File: src/rtl/noc_router_wh.sv
// noc_router_wh: 5-port (N,S,E,W,L) wormhole mesh router, XY routing, credit-based flow control.
// Optional build macro NOC_ROUTER_WH_STATS_EN adds per-output sent-flit counters on flit_cnt.
module noc_router_wh #(
  parameter int unsigned DATA_W     = 16,
  parameter int unsigned FIFO_DEPTH = 4,
  parameter int unsigned COORD_W    = 3,
  parameter int unsigned XCOORD     = 1,
  parameter int unsigned YCOORD     = 1
) (
  input  logic                clk,
  input  logic                rst,
  input  logic [5*DATA_W-1:0] in_data,
  input  logic [4:0]          in_valid,
  output logic [4:0]          in_credit,
  output logic [5*DATA_W-1:0] out_data,
  output logic [4:0]          out_valid,
  input  logic [4:0]          out_credit,
  output logic [4:0]          err_overflow
`ifdef NOC_ROUTER_WH_STATS_EN
  ,
  output logic [5*16-1:0]     flit_cnt
`endif
);

  localparam int unsigned NP = 5;
  localparam int unsigned PW = $clog2(FIFO_DEPTH);
  localparam int unsigned CW = $clog2(FIFO_DEPTH + 1);

  localparam logic [2:0] PortN = 3'd0;
  localparam logic [2:0] PortS = 3'd1;
  localparam logic [2:0] PortE = 3'd2;
  localparam logic [2:0] PortW = 3'd3;
  localparam logic [2:0] PortL = 3'd4;

  localparam logic [1:0] FtHead   = 2'b01;
  localparam logic [1:0] FtTail   = 2'b10;
  localparam logic [1:0] FtSingle = 2'b11;

  localparam logic [COORD_W-1:0] XC    = COORD_W'(XCOORD);
  localparam logic [COORD_W-1:0] YC    = COORD_W'(YCOORD);
  localparam logic [CW-1:0]      Depth = CW'(FIFO_DEPTH);

  typedef enum logic {LkIdle, LkLocked} lock_e;

  function automatic logic [2:0] xy_route(input logic [2*COORD_W-1:0] coords);
    logic [COORD_W-1:0] dx;
    logic [COORD_W-1:0] dy;
    dx = coords[COORD_W-1:0];
    dy = coords[2*COORD_W-1:COORD_W];
    if (dx > XC)      return PortE;
    else if (dx < XC) return PortW;
    else if (dy > YC) return PortN;
    else if (dy < YC) return PortS;
    else              return PortL;
  endfunction

  function automatic logic [2:0] rr_idx(input logic [2:0] base, input int unsigned k);
    int unsigned s;
    s = int'(base) + k;
    if (s >= NP) s = s - NP;
    return 3'(s);
  endfunction

  // Input capture stage
  logic [NP-1:0]     ireg_valid_q;
  logic [DATA_W-1:0] ireg_data_q [NP];

  // Input FIFOs
  logic [DATA_W-1:0] fifo_mem_q [NP][FIFO_DEPTH];
  logic [PW-1:0]     rd_ptr_q [NP];
  logic [PW-1:0]     wr_ptr_q [NP];
  logic [CW-1:0]     cnt_q [NP];
  logic [CW-1:0]     cnt_d [NP];

  // Per-output state
  lock_e             lock_q [NP];
  lock_e             lock_d [NP];
  logic [2:0]        owner_q [NP];
  logic [2:0]        owner_d [NP];
  logic [2:0]        ptr_q [NP];
  logic [2:0]        ptr_d [NP];
  logic [CW-1:0]     credit_q [NP];
  logic [CW-1:0]     credit_d [NP];
  logic [CW:0]       credit_sum [NP];
  logic [DATA_W-1:0] out_data_q [NP];
  logic [DATA_W-1:0] out_data_d [NP];
  logic [NP-1:0]     out_valid_q;
  logic [NP-1:0]     in_credit_q;
  logic [NP-1:0]     ovf_q;

  // Head-of-FIFO decode
  logic [DATA_W-1:0] head_data [NP];
  logic [1:0]        head_type [NP];
  logic [2:0]        head_route [NP];
  logic [NP-1:0]     head_valid;
  logic [NP-1:0]     head_start;
  logic [NP-1:0]     owns_lock;
  logic [NP-1:0]     drop;
  logic [NP-1:0]     pop;
  logic [NP-1:0]     push;
  logic [NP-1:0]     full;
  logic [NP-1:0]     ovf_set;

  logic [NP-1:0]     gnt_valid;
  logic [2:0]        gnt_idx [NP];

  always_comb begin
    for (int i = 0; i < NP; i++) begin
      head_data[i]  = fifo_mem_q[i][rd_ptr_q[i]];
      head_type[i]  = head_data[i][DATA_W-1 -: 2];
      head_route[i] = xy_route(head_data[i][2*COORD_W-1:0]);
      head_valid[i] = (cnt_q[i] != '0);
      head_start[i] = (head_type[i] == FtHead) || (head_type[i] == FtSingle);
      owns_lock[i]  = 1'b0;
      for (int o = 0; o < NP; o++) begin
        if (lock_q[o] == LkLocked && owner_q[o] == 3'(i)) owns_lock[i] = 1'b1;
      end
      // U-turn heads and orphaned body/tail flits are discarded but still return credit.
      drop[i] = head_valid[i] &&
                (head_start[i] ? (head_route[i] == 3'(i)) : !owns_lock[i]);
    end
  end

  // Arbitration: a locked output only serves its owner; an idle one round-robins over heads.
  always_comb begin
    for (int o = 0; o < NP; o++) begin
      gnt_valid[o] = 1'b0;
      gnt_idx[o]   = '0;
      if (credit_q[o] != '0) begin
        if (lock_q[o] == LkLocked) begin
          if (head_valid[owner_q[o]] && !head_start[owner_q[o]]) begin
            gnt_valid[o] = 1'b1;
            gnt_idx[o]   = owner_q[o];
          end
        end else begin
          for (int unsigned k = 0; k < NP; k++) begin
            if (!gnt_valid[o]
                && head_valid[rr_idx(ptr_q[o], k)]
                && head_start[rr_idx(ptr_q[o], k)]
                && head_route[rr_idx(ptr_q[o], k)] == 3'(o)
                && rr_idx(ptr_q[o], k) != 3'(o)) begin
              gnt_valid[o] = 1'b1;
              gnt_idx[o]   = rr_idx(ptr_q[o], k);
            end
          end
        end
      end
    end
  end

  always_comb begin
    for (int i = 0; i < NP; i++) begin
      pop[i] = drop[i];
      for (int o = 0; o < NP; o++) begin
        if (gnt_valid[o] && gnt_idx[o] == 3'(i)) pop[i] = 1'b1;
      end
      full[i]    = (cnt_q[i] == Depth);
      push[i]    = ireg_valid_q[i] && (!full[i] || pop[i]);
      ovf_set[i] = ireg_valid_q[i] && full[i] && !pop[i];
      cnt_d[i]   = cnt_q[i] + CW'(push[i]) - CW'(pop[i]);
    end
  end

  // Wormhole lock FSM, arbiter pointer, credits and output register next state.
  always_comb begin
    for (int o = 0; o < NP; o++) begin
      lock_d[o]     = lock_q[o];
      owner_d[o]    = owner_q[o];
      ptr_d[o]      = ptr_q[o];
      out_data_d[o] = '0;
      if (gnt_valid[o]) begin
        out_data_d[o] = head_data[gnt_idx[o]];
        if (lock_q[o] == LkIdle) begin
          ptr_d[o] = (gnt_idx[o] == 3'(NP - 1)) ? 3'd0 : gnt_idx[o] + 3'd1;
          if (head_type[gnt_idx[o]] == FtHead) begin
            lock_d[o]  = LkLocked;
            owner_d[o] = gnt_idx[o];
          end
        end else if (head_type[gnt_idx[o]] == FtTail) begin
          lock_d[o] = LkIdle;
        end
      end
      credit_sum[o] = {1'b0, credit_q[o]} + (CW + 1)'(out_credit[o])
                      - (CW + 1)'(gnt_valid[o]);
      credit_d[o]   = (credit_sum[o] > {1'b0, Depth}) ? Depth : credit_sum[o][CW-1:0];
    end
  end

  always_ff @(posedge clk) begin
    if (!rst) begin
      ireg_valid_q <= '0;
      out_valid_q  <= '0;
      in_credit_q  <= '0;
      ovf_q        <= '0;
      for (int i = 0; i < NP; i++) begin
        ireg_data_q[i] <= '0;
        rd_ptr_q[i]    <= '0;
        wr_ptr_q[i]    <= '0;
        cnt_q[i]       <= '0;
        lock_q[i]      <= LkIdle;
        owner_q[i]     <= '0;
        ptr_q[i]       <= '0;
        credit_q[i]    <= Depth;
        out_data_q[i]  <= '0;
      end
    end else begin
      ireg_valid_q <= in_valid;
      out_valid_q  <= gnt_valid;
      in_credit_q  <= pop;
      ovf_q        <= ovf_q | ovf_set;
      for (int i = 0; i < NP; i++) begin
        ireg_data_q[i] <= in_data[i*DATA_W +: DATA_W];
        if (push[i]) wr_ptr_q[i] <= wr_ptr_q[i] + PW'(1);
        if (pop[i])  rd_ptr_q[i] <= rd_ptr_q[i] + PW'(1);
        cnt_q[i]      <= cnt_d[i];
        lock_q[i]     <= lock_d[i];
        owner_q[i]    <= owner_d[i];
        ptr_q[i]      <= ptr_d[i];
        credit_q[i]   <= credit_d[i];
        out_data_q[i] <= out_data_d[i];
      end
    end
  end

  // Storage is not reset; pointers and counts define validity.
  always_ff @(posedge clk) begin
    for (int i = 0; i < NP; i++) begin
      if (push[i]) fifo_mem_q[i][wr_ptr_q[i]] <= ireg_data_q[i];
    end
  end

  always_comb begin
    for (int o = 0; o < NP; o++) out_data[o*DATA_W +: DATA_W] = out_data_q[o];
  end

  assign out_valid    = out_valid_q;
  assign in_credit    = in_credit_q;
  assign err_overflow = ovf_q;

`ifdef NOC_ROUTER_WH_STATS_EN
  logic [15:0] sent_cnt_q [NP];

  always_ff @(posedge clk) begin
    for (int o = 0; o < NP; o++) begin
      if (!rst)              sent_cnt_q[o] <= '0;
      else if (gnt_valid[o]) sent_cnt_q[o] <= sent_cnt_q[o] + 16'd1;
    end
  end

  always_comb begin
    for (int o = 0; o < NP; o++) flit_cnt[o*16 +: 16] = sent_cnt_q[o];
  end
`endif

endmodule
File: config.mk
export PLATFORM = sky130hd
export DESIGN_NAME = noc_router_wh
export DESIGN_NICKNAME = d
export VERILOG_FILES = /design/src/rtl/noc_router_wh.sv
export SDC_FILE = /design/constraint.sdc
export NUM_CORES = 1
export LEC_CHECK = 0
export CORE_MARGIN = 4
export CORE_UTILIZATION = 45
export CTS_CLUSTER_SIZE = 24
export DETAILED_ROUTE_END_ITERATION = 6
export GPL_ROUTABILITY_DRIVEN = 0
export SLEW_MARGIN = 0
export SYNTH_ARGS = -nofsm -noshare
export SYNTH_HDL_FRONTEND = slang
export SYNTH_SLANG_ARGS = --single-unit
File: constraint.sdc
create_clock -name clk -period 8.9 [get_ports clk]
set_clock_uncertainty 0.2 [all_clocks]
set_input_delay 2.225 -clock clk [delete_from_list [all_inputs] [get_ports clk]]
set_output_delay 2.225 -clock clk [all_outputs]
set_load 0.02 [all_outputs]
# Yosys cells after proc, flatten, opt, wreduce, memory -nomap -nowiden
# Memories as Yosys holds them, arrays and structs flattened.
# Index checks and enable logic that the tools add are counted.
# totals
reg_bits	20
mem_bits_rw	565
inputBits	92
memories	10
# classes
eq_ne	109
bitwise_logic	86
mux	662
magnitude_cmp	125
n_addsub	80
n_reduce_logical	256
# memory_table
memory	depth	word_bits	read_ports	rd_ports_with_merged_regs	write_ports	line	source
fifo_mem_q	5	64	5	0	5	69	logic [DATA_W-1:0] fifo_mem_q [NP][FIFO_DEPTH];
ireg_data_q	5	16	5	0	5	66	logic [DATA_W-1:0] ireg_data_q [NP];
out_data_q	5	16	5	0	5	85	logic [DATA_W-1:0] out_data_q [NP];
cnt_q	5	3	5	0	5	72	logic [CW-1:0] cnt_q [NP];
credit_q	5	3	5	0	5	82	logic [CW-1:0] credit_q [NP];
owner_q	5	3	5	0	5	78	logic [2:0] owner_q [NP];
4 more memories	n/a	n/a	n/a	n/a	n/a	n/a	
# op_table
cell	count
two-way mux 3 bit	240
two-way mux 16 bit	40
two-way mux 64 bit	5
two-way mux 1 bit	252
binary-select mux 16 bit (select 3 bit)	5
binary-select mux 3 bit (select 3 bit)	25
binary-select mux 1 bit (select 3 bit)	60
logical AND 1 bit	175
binary-select mux 16 bit (select 2 bit)	5
demux 16 bit (select 2 bit)	5
greater-or-equal comparator 4 bit, second input constant	30
< comparator 3 x 4 -> 1 bit, second input constant	30
NOT 3 -> 4 bit	30
equality test 3 x 2 -> 1 bit, second input constant	32
greater-or-equal comparator 4 x 3 -> 1 bit, second input constant	20
subtractor 3 bit, second input constant	25
equality test 3 bit, second input constant	21
equality test 3 x 1 -> 1 bit, second input constant	16
zero test 3 bit	16
greater-or-equal comparator 3 bit, second input constant	15
< comparator 3 x 1 -> 1 bit, second input constant	15
OR 1 bit	45
nonzero test 3 bit	15
adder 3 x 2 -> 4 bit, second input constant	10
21 further kinds	186

# Logic depth before layout (Yosys ltp)
# An unclocked memory read counts as a cell.
# logic_depth
word_depth	64
mapped_depth	30
mapped_depth_nobuf	27

# Least setup slack after synthesis
# OpenSTA, ideal clock, no wires.
# synth_path
kind	register to register
startpoint	memory ptr_q[2][0], in the netlist ptr_q[0][6]
endpoint	memory cnt_q[0][14] in the netlist's numbering
setup_slack_ps	2145
stages_incl_launch_ff	29
setup_time_ps	128
synth_period_minus_slack_ps	6755
arrival_time_ps	6428
cell_sequence	dfxtp_1 > clkbuf_1 > clkinv_1 > ha_1 > ha_1 > clkbuf_1 > a211o_1 > and3_1 > nor2_1 > mux2i_1 > a211oi_1 > nand4_1 > a311oi_1 > clkbuf_1 > buf_2 > inv_1 > ha_1 > nand2_1 > nand3b_1 > or3_1 > clkbuf_1 > ha_1 > inv_1 > ha_1 > inv_1 > fa_1 > xor2_1 > xnor2_1 > nor2_1
# synth_lines
element	line	source
start: declaration	80	logic [2:0] ptr_q [NP];
end: declaration	72	

==> run_results.csv <==
group,metric,value,unit
grt,antenna_found_initial,3,
drt,ant_nets,0,
yosys,syn_avg_cell_area,11.1,um2
clock_tree,hold_buffers,0,
setup_path,path_class,"register to register",
final_layout,design_area,36100,um2
timing,worst_slew_pin_slew,1320,ps
drt,via_count,23966,
yosys,synthesis.instances,2807,
timing,slew_viol_final,0,
pwr,cell_internal_pwr,8.34,mW
final_layout,final_common_cell,"edfxtp_1",
clock_tree,worst_skew_pair.late_latency,640,ps
drt,drt_first_pass_iters,7,
yosys,ys.flop_type,"edfxtp_1",
placement,place_area,34000,um2
setup_path,reg2reg_slack,1350,ps
placement,hpwl,71200,um
placement,place_ws,1490,ps
setup_path,r2r_start,"rd_ptr_q[0][8]",
setup_path,cp.arrival,7600,ps
clock_tree,path_clk_slew,60,ps
drt,drcViolationCount,38,
drt,wl_per_cell,24.7,um
clock_tree,post_cts_resized,0,
final_layout,drive_gt1_share,10.2,%
setup_path,worstSetupPathDepth,15,
setup_path,reg2reg_depth,15,
final_layout,final_cell_mix,"edfxtp_1, dfxtp_1, mux2i_1",
status,violations,"design-rule violations",
grt,grt_pass1_wl,145000,um
clock_tree,post_cts_buffers,0,
placement,dp_cells,3823,
clock_tree,clockRootBuffer,"clkbuf_16",
yosys,synth_edf_count,340,
min_path,hold_path_class,"register to register",
final_layout,nNetsFinal,3176,
yosys,ys_async_sr_fraction,0,%
clock_tree,cts_max_level,2,
floorplan,initial_core_util,45.5,%
flow_run,drv_cap,0,
grt,grt_pass1_vias,23700,
setup_path,worst-path-max-fanout,19,
drt,totalWireLength,97200,um
floorplan,die_x,271,um
floorplan,die-area,73600,um2
floorplan,fp-row-count,96,
setup_path,cp-startpoint,"rd_ptr_q[0][8]",
setup_path,cp-endpoint,"fifo_mem_q[0][78]",
setup_path,cp_slowest_cell,"and2_1",
setup_path,crit_path_end_kind,"register",
grt,overflow,0,
setup_path,required,8950,ps
pwr,power_leakage,13.7,nW
grt,track_usage,25.5,%
timing,finalHoldViolations,0,
setup_path,cp.buffers_inverters,2,
setup_path,cp-start-kind,"register",
setup_path,critical-path-top-delay-family,"simple AND/OR/NAND/NOR gates",
setup_path,r2r-end,"fifo_mem_q[0][78]",
clock_tree,cts_tree,"done",
clock_tree,cts_max_path_buffers,3,
yosys,synthDistinctLibCells,100,
yosys,synth_seq_cells,585,
clock_tree,numCtsBuffers,60,
setup_path,cp_cell_sequence,"buf_4 -> mux4_2 -> or3b_1 -> nor3_2 -> nand2_1 -> a211oi_1 -> or2_0 -> nor4_1 -> mux2i_1 -> a221o_1 -> inv_2 -> ha_1 -> a311oi_2 -> a21boi_1 -> and2_1",
yosys,synthesis.area,31200,um2
timing,period_needed,7550,ps
final_layout,fin_util,52.6,%
pwr,p_sw,7.44,mW
floorplan,die_h,271,um
timing,tns,0,ps
floorplan,boundaryPins,187,
pwr,pwr-share-clk,16.5,%
pwr,peakVddDrop,0.000299,V
placement,portBuffers,186,
grt,grt_max_degree,70,
pwr,p_seq_share,22.5,%
drt,vias_per_cell,6.09,
final_layout,areaGrowthSynthToFinish,15.8,%
pwr,comb_power_share,61.0,%
timing,max_freq,132,MHz
timing,setup_viol,0,
status,status,"finished with violations",
setup_path,critPathMaxStageDelay,780,ps
clock_tree,clock-sinks,585,
pwr,fin_total_pwr,15.8,mW
timing,holdWs,268,ps
yosys,yosysSeqAreaShare,48.5,%
timing,layout_setup_ws,1350,ps
final_layout,fin_cells,3937,
timing,period_share,84.9,%
floorplan,core,68600,um2
pwr,p_per_area,437,nW/um2
timing,rsz0062_at_grt,"no",
yosys,synth_warnings,0,
pwr,sw_frac_of_total,47.2,%
yosys,syn_nets,3029,
drt,drt_iter0_drc,2646,
timing,max-slew-margin-rel,10.9,%
cell families after synthesis:
kind of cell               synth area share (%)
AOI/OAI and AO/OA                          12.0
xor gates and xnor gates                   1.18
adders and majority gates                  5.58
buffers and inverters                      3.67
DFF                                        48.5
muxes                                      14.6
and+or+nand+nor                            14.5
how the worst min path moves through the flow:
stage,start,end,cells past startpoint
2_1_floorplan,ireg_data_q[0][0],fifo_mem_q[0][0],0
3_5_place_dp,err_overflow[0],err_overflow[0],1
3_3_place_gp,err_overflow[0],err_overflow[0],1
5_1_grt,err_overflow[4],err_overflow[4],1
6_report,err_overflow[0],err_overflow[0],1
4_1_cts,err_overflow[0],err_overflow[0],1
routing by layer:
metal | up-vias | routed length, um | global-route usage [%]
met5 | - | 11 | 0
met4 | 2 | 4660 | 11.1
met3 | 283 | 7320 | 4.69
met2 | 1154 | 46100 | 42.5
met1 | 11792 | 39100 | 32.8
li1 | 10735 | - | -
area by class of cell:
| class | count | area, um2 |
|---|---|---|
| diodes | 1 | 2.50 |
| clock buffers | 82 | 1760 |
| clock inverters | 31 | 333 |
| well taps | 931 | 1160 |
| fillers | 5925 | 32500 |
| multi-input cells | 1928 | 15000 |
| inverters | 147 | 552 |
| flip-flops and latches | 585 | 15100 |
| repair buffers | 232 | 2200 |
sequential cells by signal, indices dropped and copies added, names as in the netlist, 15 cells and up:
name         cells
cnt_q           15
owner_q         15
out_data_q      80
ptr_q           15
fifo_mem_q     320
ireg_data_q     80
credit_q        15
cells in the mapped netlist, types with 21 or more instances:
cell / count / area [um2]
edfxtp_1: 340 / 10200
dfxtp_1: 245 / 4900
mux2i_1: 224 / 2240
nor2_1: 220 / 826
nand2_1: 196 / 736
and2_1: 141 / 882
inv_1: 139 / 522
a21oi_1: 123 / 616
ha_1: 115 / 1440
clkbuf_1: 111 / 417
mux4_2: 89 / 2000
o21ai_0: 71 / 355
nor3_1: 59 / 295
nand3_1: 47 / 235
nand2b_1: 35 / 219
xnor2_1: 34 / 298
a31oi_1: 31 / 194
nor2b_1: 30 / 188
or3_1: 30 / 188
o211ai_1: 29 / 218
mux2_2: 28 / 315
a211oi_1: 24 / 180
a21o_1: 24 / 180
a311oi_1: 24 / 210
buf_2: 23 / 115
nor4_1: 21 / 131
power by group through the flow:
stage	registers [mW]	logic, mW	clock network, mW
3_5_place_dp	3.61	9.32	0
5_1_grt	3.60	10.3	2.77
3_3_place_gp	3.60	9.19	0
2_1_floorplan	3.57	6.37	0
6_report	3.56	9.63	2.60
4_1_cts	3.56	9.37	2.65
(Power assumes the default switching activity.)
